==> src/rtl/redmule_tb_pkg.sv <==
// Shared types and constants for the RedMulE data demux: address decode rules,
// MMIO register addresses and the data returned for unmapped accesses.
package redmule_tb_pkg;

  typedef struct packed {
    logic [31:0] base;
    logic [31:0] mask;
  } addr_rule_t;

  localparam logic [31:0] EOC_ADDR       = 32'h8000_0000;
  localparam logic [31:0] PUTC_ADDR      = 32'h8000_0004;
  localparam logic [31:0] UNMAPPED_RDATA = 32'hDEAD_BEEF;

  function automatic logic rule_match(input logic [31:0] addr, input addr_rule_t rule);
    return ((addr & rule.mask) == rule.base);
  endfunction

endpackage

==> src/rtl/redmule_mmio_responder.sv <==
// Local responder for the end-of-computation / putc registers and for
// unmapped accesses; answers every accepted request exactly one cycle later.
module redmule_mmio_responder #(
  parameter logic [31:0] EOC_ADDR  = redmule_tb_pkg::EOC_ADDR,
  parameter logic [31:0] PUTC_ADDR = redmule_tb_pkg::PUTC_ADDR
) (
  input  logic        clk_i,
  input  logic        rst_ni,
  input  logic        req_i,
  input  logic        unmapped_i,
  input  logic [31:0] addr_i,
  input  logic        we_i,
  input  logic [31:0] wdata_i,
  output logic        rvalid_o,
  output logic [31:0] rdata_o,
  output logic        err_o,
  output logic        eoc_o,
  output logic [31:0] eoc_code_o,
  output logic        putc_valid_o,
  output logic [7:0]  putc_char_o
);
  import redmule_tb_pkg::*;

  logic        r_rvalid;
  logic [31:0] r_rdata;
  logic        r_err;
  logic        r_eoc;
  logic [31:0] r_eoc_code;
  logic        r_putc_valid;
  logic [7:0]  r_putc_char;

  logic [31:0] w_rdata;
  logic        w_err;
  logic        w_eoc_wr;
  logic        w_putc_wr;

  // response data and register side effects of the accepted request
  always_comb begin
    w_rdata   = 32'h0000_0000;
    w_err     = 1'b0;
    w_eoc_wr  = 1'b0;
    w_putc_wr = 1'b0;
    if (unmapped_i) begin
      w_rdata = UNMAPPED_RDATA;
      w_err   = 1'b1;
    end else if (we_i) begin
      w_eoc_wr  = req_i & (addr_i == EOC_ADDR);
      w_putc_wr = req_i & (addr_i == PUTC_ADDR);
    end else if (addr_i == EOC_ADDR) begin
      w_rdata = r_eoc_code;
    end else begin
      w_rdata = 32'h0000_0000;
    end
  end

  // response registers plus sticky EOC and one-shot putc strobe
  always_ff @(posedge clk_i or negedge rst_ni) begin
    if (!rst_ni) begin
      r_rvalid     <= 1'b0;
      r_rdata      <= 32'h0000_0000;
      r_err        <= 1'b0;
      r_eoc        <= 1'b0;
      r_eoc_code   <= 32'h0000_0000;
      r_putc_valid <= 1'b0;
      r_putc_char  <= 8'h00;
    end else begin
      r_rvalid     <= req_i;
      r_putc_valid <= w_putc_wr;
      if (req_i) begin
        r_rdata <= w_rdata;
        r_err   <= w_err;
      end else begin
        r_rdata <= 32'h0000_0000;
        r_err   <= 1'b0;
      end
      if (w_eoc_wr) begin
        r_eoc      <= 1'b1;
        r_eoc_code <= wdata_i;
      end
      if (w_putc_wr) begin
        r_putc_char <= wdata_i[7:0];
      end
    end
  end

  assign rvalid_o     = r_rvalid;
  assign rdata_o      = r_rdata;
  assign err_o        = r_err;
  assign eoc_o        = r_eoc;
  assign eoc_code_o   = r_eoc_code;
  assign putc_valid_o = r_putc_valid;
  assign putc_char_o  = r_putc_char;

endmodule

==> src/rtl/redmule_data_demux.sv <==
// Routes a single host data port to N address-decoded targets or the local
// MMIO responder, keeping responses in order by only mixing same-select requests.
module redmule_data_demux #(
  parameter int unsigned                 N_TARGETS = 3,
  parameter int unsigned                 MAX_OUT   = 2,
  parameter logic [N_TARGETS-1:0][31:0]  TGT_BASE  = {32'h1C01_0000, 32'h0000_0000, 32'h1C10_0000},
  parameter logic [N_TARGETS-1:0][31:0]  TGT_MASK  = {32'hFF00_0000, 32'hFF00_0000, 32'hFFF0_0000},
  parameter logic [31:0]                 EOC_ADDR  = redmule_tb_pkg::EOC_ADDR,
  parameter logic [31:0]                 PUTC_ADDR = redmule_tb_pkg::PUTC_ADDR
) (
  input  logic                        clk_i,
  input  logic                        rst_ni,
  input  logic                        req_i,
  output logic                        gnt_o,
  input  logic [31:0]                 addr_i,
  input  logic                        we_i,
  input  logic [3:0]                  be_i,
  input  logic [31:0]                 wdata_i,
  output logic [31:0]                 rdata_o,
  output logic                        rvalid_o,
  output logic                        err_o,
  output logic [N_TARGETS-1:0]        tgt_req_o,
  input  logic [N_TARGETS-1:0]        tgt_gnt_i,
  output logic [31:0]                 tgt_addr_o,
  output logic                        tgt_we_o,
  output logic [3:0]                  tgt_be_o,
  output logic [31:0]                 tgt_wdata_o,
  input  logic [N_TARGETS-1:0][31:0]  tgt_rdata_i,
  input  logic [N_TARGETS-1:0]        tgt_rvalid_i,
  output logic                        eoc_o,
  output logic [31:0]                 eoc_code_o,
  output logic                        putc_valid_o,
  output logic [7:0]                  putc_char_o
);
  import redmule_tb_pkg::*;

  // selects 0..N_TARGETS-1 are targets, then MMIO, then UNMAPPED
  localparam int unsigned      SEL_W        = $clog2(N_TARGETS + 2);
  localparam int unsigned      CNT_W        = $clog2(MAX_OUT + 1);
  localparam logic [SEL_W-1:0] SEL_MMIO     = SEL_W'(N_TARGETS);
  localparam logic [SEL_W-1:0] SEL_UNMAPPED = SEL_W'(N_TARGETS + 1);
  localparam logic [CNT_W-1:0] CNT_MAX      = CNT_W'(MAX_OUT);
  localparam logic [CNT_W-1:0] CNT_ONE      = CNT_W'(1);
  localparam logic [CNT_W-1:0] CNT_ZERO     = CNT_W'(0);

  logic [CNT_W-1:0]     r_cnt;
  logic [SEL_W-1:0]     r_cur_sel;

  logic [SEL_W-1:0]     w_dec_sel;
  logic                 w_dec_is_tgt;
  logic                 w_allow;
  logic [N_TARGETS-1:0] w_tgt_req;
  logic                 w_tgt_gnt;
  logic                 w_gnt;
  logic                 w_hs;
  logic                 w_cur_is_tgt;
  logic                 w_tgt_rvalid;
  logic [31:0]          w_tgt_rdata;
  logic                 w_rvalid;
  logic [31:0]          w_rdata;
  logic                 w_err;
  logic                 w_mmio_rvalid;
  logic [31:0]          w_mmio_rdata;
  logic                 w_mmio_err;

  // address decode: MMIO first, then lowest-index matching target
  always_comb begin
    w_dec_sel = SEL_UNMAPPED;
    if ((addr_i == EOC_ADDR) || (addr_i == PUTC_ADDR)) begin
      w_dec_sel = SEL_MMIO;
    end else begin
      for (int t = int'(N_TARGETS) - 1; t >= 0; t--) begin
        w_dec_sel = rule_match(addr_i, '{base: TGT_BASE[t], mask: TGT_MASK[t]}) ? SEL_W'(t) : w_dec_sel;
      end
    end
  end

  assign w_dec_is_tgt = (w_dec_sel < SEL_MMIO);
  assign w_allow      = (r_cnt < CNT_MAX) && ((r_cnt == CNT_ZERO) || (w_dec_sel == r_cur_sel));

  // one-hot target request and combinational grant passthrough
  always_comb begin
    w_tgt_req = {N_TARGETS{1'b0}};
    w_tgt_gnt = 1'b0;
    for (int t = 0; t < int'(N_TARGETS); t++) begin
      w_tgt_req[t] = req_i & w_allow & (w_dec_sel == SEL_W'(t));
      w_tgt_gnt    = w_tgt_gnt | (w_tgt_req[t] & tgt_gnt_i[t]);
    end
    w_gnt = w_dec_is_tgt ? w_tgt_gnt : (req_i & w_allow);
  end

  assign w_hs = req_i & w_gnt;

  // response path: only the currently selected source, only while outstanding
  always_comb begin
    w_tgt_rvalid = 1'b0;
    w_tgt_rdata  = 32'h0000_0000;
    for (int t = 0; t < int'(N_TARGETS); t++) begin
      w_tgt_rvalid = (r_cur_sel == SEL_W'(t)) ? tgt_rvalid_i[t] : w_tgt_rvalid;
      w_tgt_rdata  = (r_cur_sel == SEL_W'(t)) ? tgt_rdata_i[t]  : w_tgt_rdata;
    end
    w_cur_is_tgt = (r_cur_sel < SEL_MMIO);
    if (w_cur_is_tgt) begin
      w_rvalid = w_tgt_rvalid & (r_cnt != CNT_ZERO);
      w_rdata  = w_rvalid ? w_tgt_rdata : 32'h0000_0000;
      w_err    = 1'b0;
    end else begin
      w_rvalid = w_mmio_rvalid & (r_cnt != CNT_ZERO);
      w_rdata  = w_rvalid ? w_mmio_rdata : 32'h0000_0000;
      w_err    = w_rvalid & w_mmio_err;
    end
  end

  // outstanding counter and current select tracking
  always_ff @(posedge clk_i or negedge rst_ni) begin
    if (!rst_ni) begin
      r_cnt     <= CNT_ZERO;
      r_cur_sel <= {SEL_W{1'b0}};
    end else begin
      if (w_hs) begin
        r_cur_sel <= w_dec_sel;
      end
      case ({w_hs, w_rvalid})
        2'b10:   r_cnt <= r_cnt + CNT_ONE;
        2'b01:   r_cnt <= r_cnt - CNT_ONE;
        default: r_cnt <= r_cnt;
      endcase
    end
  end

  redmule_mmio_responder #(
    .EOC_ADDR  (EOC_ADDR),
    .PUTC_ADDR (PUTC_ADDR)
  ) u_mmio (
    .clk_i        (clk_i),
    .rst_ni       (rst_ni),
    .req_i        (w_hs & ~w_dec_is_tgt),
    .unmapped_i   (w_dec_sel == SEL_UNMAPPED),
    .addr_i       (addr_i),
    .we_i         (we_i),
    .wdata_i      (wdata_i),
    .rvalid_o     (w_mmio_rvalid),
    .rdata_o      (w_mmio_rdata),
    .err_o        (w_mmio_err),
    .eoc_o        (eoc_o),
    .eoc_code_o   (eoc_code_o),
    .putc_valid_o (putc_valid_o),
    .putc_char_o  (putc_char_o)
  );

  assign gnt_o       = w_gnt;
  assign tgt_req_o   = w_tgt_req;
  assign tgt_addr_o  = addr_i;
  assign tgt_we_o    = we_i;
  assign tgt_be_o    = be_i;
  assign tgt_wdata_o = wdata_i;
  assign rvalid_o    = w_rvalid;
  assign rdata_o     = w_rdata;
  assign err_o       = w_err;

endmodule

==> config.mk <==
export PLATFORM = sky130hd
export DESIGN_NAME = redmule_data_demux
export DESIGN_NICKNAME = d
export VERILOG_FILES = /design/src/rtl/redmule_tb_pkg.sv /design/src/rtl/redmule_mmio_responder.sv /design/src/rtl/redmule_data_demux.sv
export SDC_FILE = /design/constraint.sdc
export NUM_CORES = 1
export LEC_CHECK = 0
export ABC_AREA = 1
export CORE_ASPECT_RATIO = 0.7
export CORE_MARGIN = 8
export CORE_UTILIZATION = 34
export CTS_CLUSTER_SIZE = 24
export DETAILED_ROUTE_END_ITERATION = 10
export PLACE_DENSITY_LB_ADDON = 0.3
export SLEW_MARGIN = 20
export SYNTH_ARGS = -nofsm -noshare
export SYNTH_HDL_FRONTEND = slang
export SYNTH_SLANG_ARGS = --single-unit
==> constraint.sdc <==
create_clock -name clk_i -period 3.3 [get_ports clk_i]
set_clock_uncertainty 0.2 [all_clocks]
set_input_delay 0.99 -clock clk_i [delete_from_list [all_inputs] [get_ports clk_i]]
set_output_delay 0.99 -clock clk_i [all_outputs]
set_load 0.02 [all_outputs]
==> results by group <==
Placement
  – PortBufs: 312
  – Routability cong.: 0.810
  – Dpl cell area: 8530 sq um
  – HPWL Detailed: 16500 um

Timing
  – Final setup fails: 4
  – Final WS setup: -0.437 ns
  – Worst-Margin Slew: 0.528 ns
  – Minimum clock period: 3.74 ns
  – Slew HR: 64.8%
  – Period utilization: 113%
  – Final hold violations: 0
  – Count of final max-slew check failures: 0
  – Hold_ws: 0.288 ns
  – Fmax: 0.268 GHz
  – Unrepaired setup endpoints after global routing: true

Critical path
  – Startpoint types: primary input
  – Slowest cell on the critical path: o21bai_4
  – Worst R2R Start: r_cur_sel[2]
  – Depth of the most critical reg-to-reg path: 17
  – Worst setup path class: in -> out
  – Slowest stage delay, CP: 0.17 ns
  – Crit. End Element: primary output
  – Crit path cell chain: buf_6, nand2_1, inv_1, nand2_2, nor2_4, buf_4, a21oi_4, nand3_1, nand2_1, nand3_2, o21bai_4, nand4_1, nand3_2, nand2_2, inv_2, buf_6
  – Required time of the critical path: 2.11 ns
  – CP Max Fanout: 3
  – Reg2Reg Setup Slack: 0.47 ns
  – R2r endpoint: u_mmio.eoc_o
  – CP arrival: 2.55 ns

Global routing
  – Total track usage: 23.8%
  – Vias in the first global route: 6499
  – First-pass GRT wire length: 36300 um
  – Largest net degree at the start of global routing: 45
  – GR Overflow Total: 0
  – Initial antenna violation count: 0

Layout
  – Ratio of cells with drive above 1 in the final layout: 29.3%
  – Most common cell after layout, fill and taps aside: nand2_1
  – Most frequent cells in the layout: 222 x nand2_1, 216 x clkdlybuf4s50_1, 102 x buf_4
  – Ant. Diodes: 0
  – # fillers: 1263
  – Multi-input logic area: 2420 sq um
  – Post-route cell area: 9620 sq um
  – Register area: 2030 sq um
  – Nets@finish: 1241
  – Layout area overhead: 88.5%

Floorplan
  – Die span in y: 118 um
  – Die Area: 19200 sq um
  – Initial Utilization: 34.8%
  – IO Count: 323
  – Core ar.: 14700 sq um
  – Row count: 37
  – Die X: 162 um

Synthesis
  – Sequential area share after synthesis: 39.7%
  – Cell taking the most area after synthesis: dfrtp_1
  – Cell variety after synth: 28
  – Mapped Avg Cell Area: 7.01 sq um
  – Synth area leaders: dfrtp_1 40%, nand2_1 19%, buf_4 11%, o21ai_0 7.5%, inv_1 5.7%
  – Mapped cell area: 5100 sq um
  – Mapped Nets: 903
  – Post-synth top area share: 39.7%
  – YS warnings: 0
  – Mapped Cells: 728
  – Yosys reg bits: 81

Worst hold path
  – Hold path depth: 1
  – WHS Endpoint: u_mmio.eoc_o
  – Hold Path Origin: u_mmio.eoc_o
  – Min-Delay Path Class: reg -> reg

Clock network
  – Clock latency on the worst-skew pair: 0.33 ns
  – Clock sink count: 81
  – CTS root buf: clkbuf_16
  – Worst-path clk slew: 0.07 ns
  – Total CTS buffers: 9
  – CTS Buffer Depth: 2
  – CTS tree: built
  – Hold-fix buffers, CTS: 0
  – CTS H-tree lvls: 3

Status
  – Status: complete, but fails checks
  – Failing checks: setup timing

Power
  – Power density cells: 403 nW/um^2
  – Worst vdd ir: 0.000301 V
  – Total power: 3870 uW
  – P_leak: 0.00475 uW

Routing
  – Vias: 5920
  – TritonRoute pass-1 iters: 5
  – Vias per inst: 4.68
  – DRT antenna net count: 0
  – Drt drc: 0
  – WL final: 23300 um
  – Wirelength per Cell: 18.4 um
  – DR iter-0 viols: 311

Run
  – Max-cap violations: 0
sequential cells by signal, indices dropped and copies added, names as in the netlist:
name,count
u_mmio.rdata_o,32
r_cur_sel,3
u_mmio.eoc_code_o,32
u_mmio.err_o,1
u_mmio.rvalid_o,1
u_mmio.eoc_o,1
u_mmio.putc_char_o,8
r_cnt,2
u_mmio.putc_valid_o,1
final cells by class:
class / instances / share of cell area [%]
clock buffer: 9 / 2.34
clock inverter: 6 / 0.690
inverter: 82 / 3.42
multi-input combinational: 462 / 25.1
sequential: 81 / 21.1
tap: 195 / 2.54
timing repair buffer: 430 / 44.8
how the worst max path moves through the flow:
stage | from | end | cells after the start
after detailed placement | addr_i[8] | gnt_o | 15
after global routing | addr_i[26] | gnt_o | 16
after global placement | addr_i[9] | gnt_o | 15
final | addr_i[26] | gnt_o | 16
after CTS | addr_i[26] | gnt_o | 16
after floorplan | addr_i[24] | gnt_o | 13
layer usage:
layer | GRT usage (%) | routed length (um)
met1 | 30.1 | 10100
met2 | 39.9 | 11300
met3 | 6.76 | 1630
met4 | 4.50 | 257
met5 | 0 | 0
synthesized netlist by cell type:
cell / number
a21oi_2: 1
inv_1: 77
nor2_1: 42
dfrtp_1: 81
conb_1: 1
nand2_2: 2
clkbuf_1: 24
o21bai_2: 1
inv_2: 4
nand4_1: 3
nor2_8: 1
buf_1: 2
nand3_1: 14
a21oi_1: 25
nand2_1: 254
clkinv_1: 1
and2_1: 1
o211ai_1: 32
nand2_4: 1
buf_4: 73
buf_2: 1
ha_1: 1
or2_2: 1
nor2_2: 3
o21ai_0: 76
nand3b_1: 1
xnor2_1: 2
buf_6: 3
through the flow:
stage / setup slack (ns) / cells / setup TNS [ns] / util (%)
global placement: -1.25 / 1210 / -50.45 / 58.1
finish: -0.437 / 1265 / -1.25 / 65.5
global route: -0.518 / 1265 / -3.01 / 65.5
detailed placement: -1.31 / 1210 / -55.26 / 58.1
CTS: -0.305 / 1266 / -6.69 / 65.0
floorplan: -0.105 / 728 / -0.270 / -
critical path, delay by kind of cell:
| family | cells | cell delay (ns) |
|---|---|---|
| AOI/OAI and AO/OA | 2 | 0.30 |
| buffers and inverters | 5 | 0.44 |
| and+or+nand+nor | 9 | 0.79 |
cell families (layout without fill, tap and decap cells):
group | after synthesis | after routing | share of synthesized area, %
and+or+nand+nor | 323 | 323 | 25.1
buffers and inverters | 185 | 527 | 19.5
AOI/OAI and AO/OA | 135 | 135 | 15.0
DFF | 81 | 81 | 39.7
xor gates and xnor gates | 2 | 2 | 0.343
adders and majority gates | 1 | 1 | 0.245
other | 1 | 1 | 0.0735
power breakdown:
group	internal (uW)	switching [uW]	total (uW)
Sequential	1120	53.4	1180
Combinational	812	874	1690
Clock	587	423	1010
Total	2520	1350	3870
what timing repair did:
item / in CTS / in global routing
resized for setup: 477 / 91
endpoints found under the hold margin: 0 / 0
gates cloned: 8 / 0
pin swaps: 64 / 35
buffers inserted: 38 / 8
setup endpoints to repair: 104 / 120
Note: power is estimated with default switching activity, not from simulation.
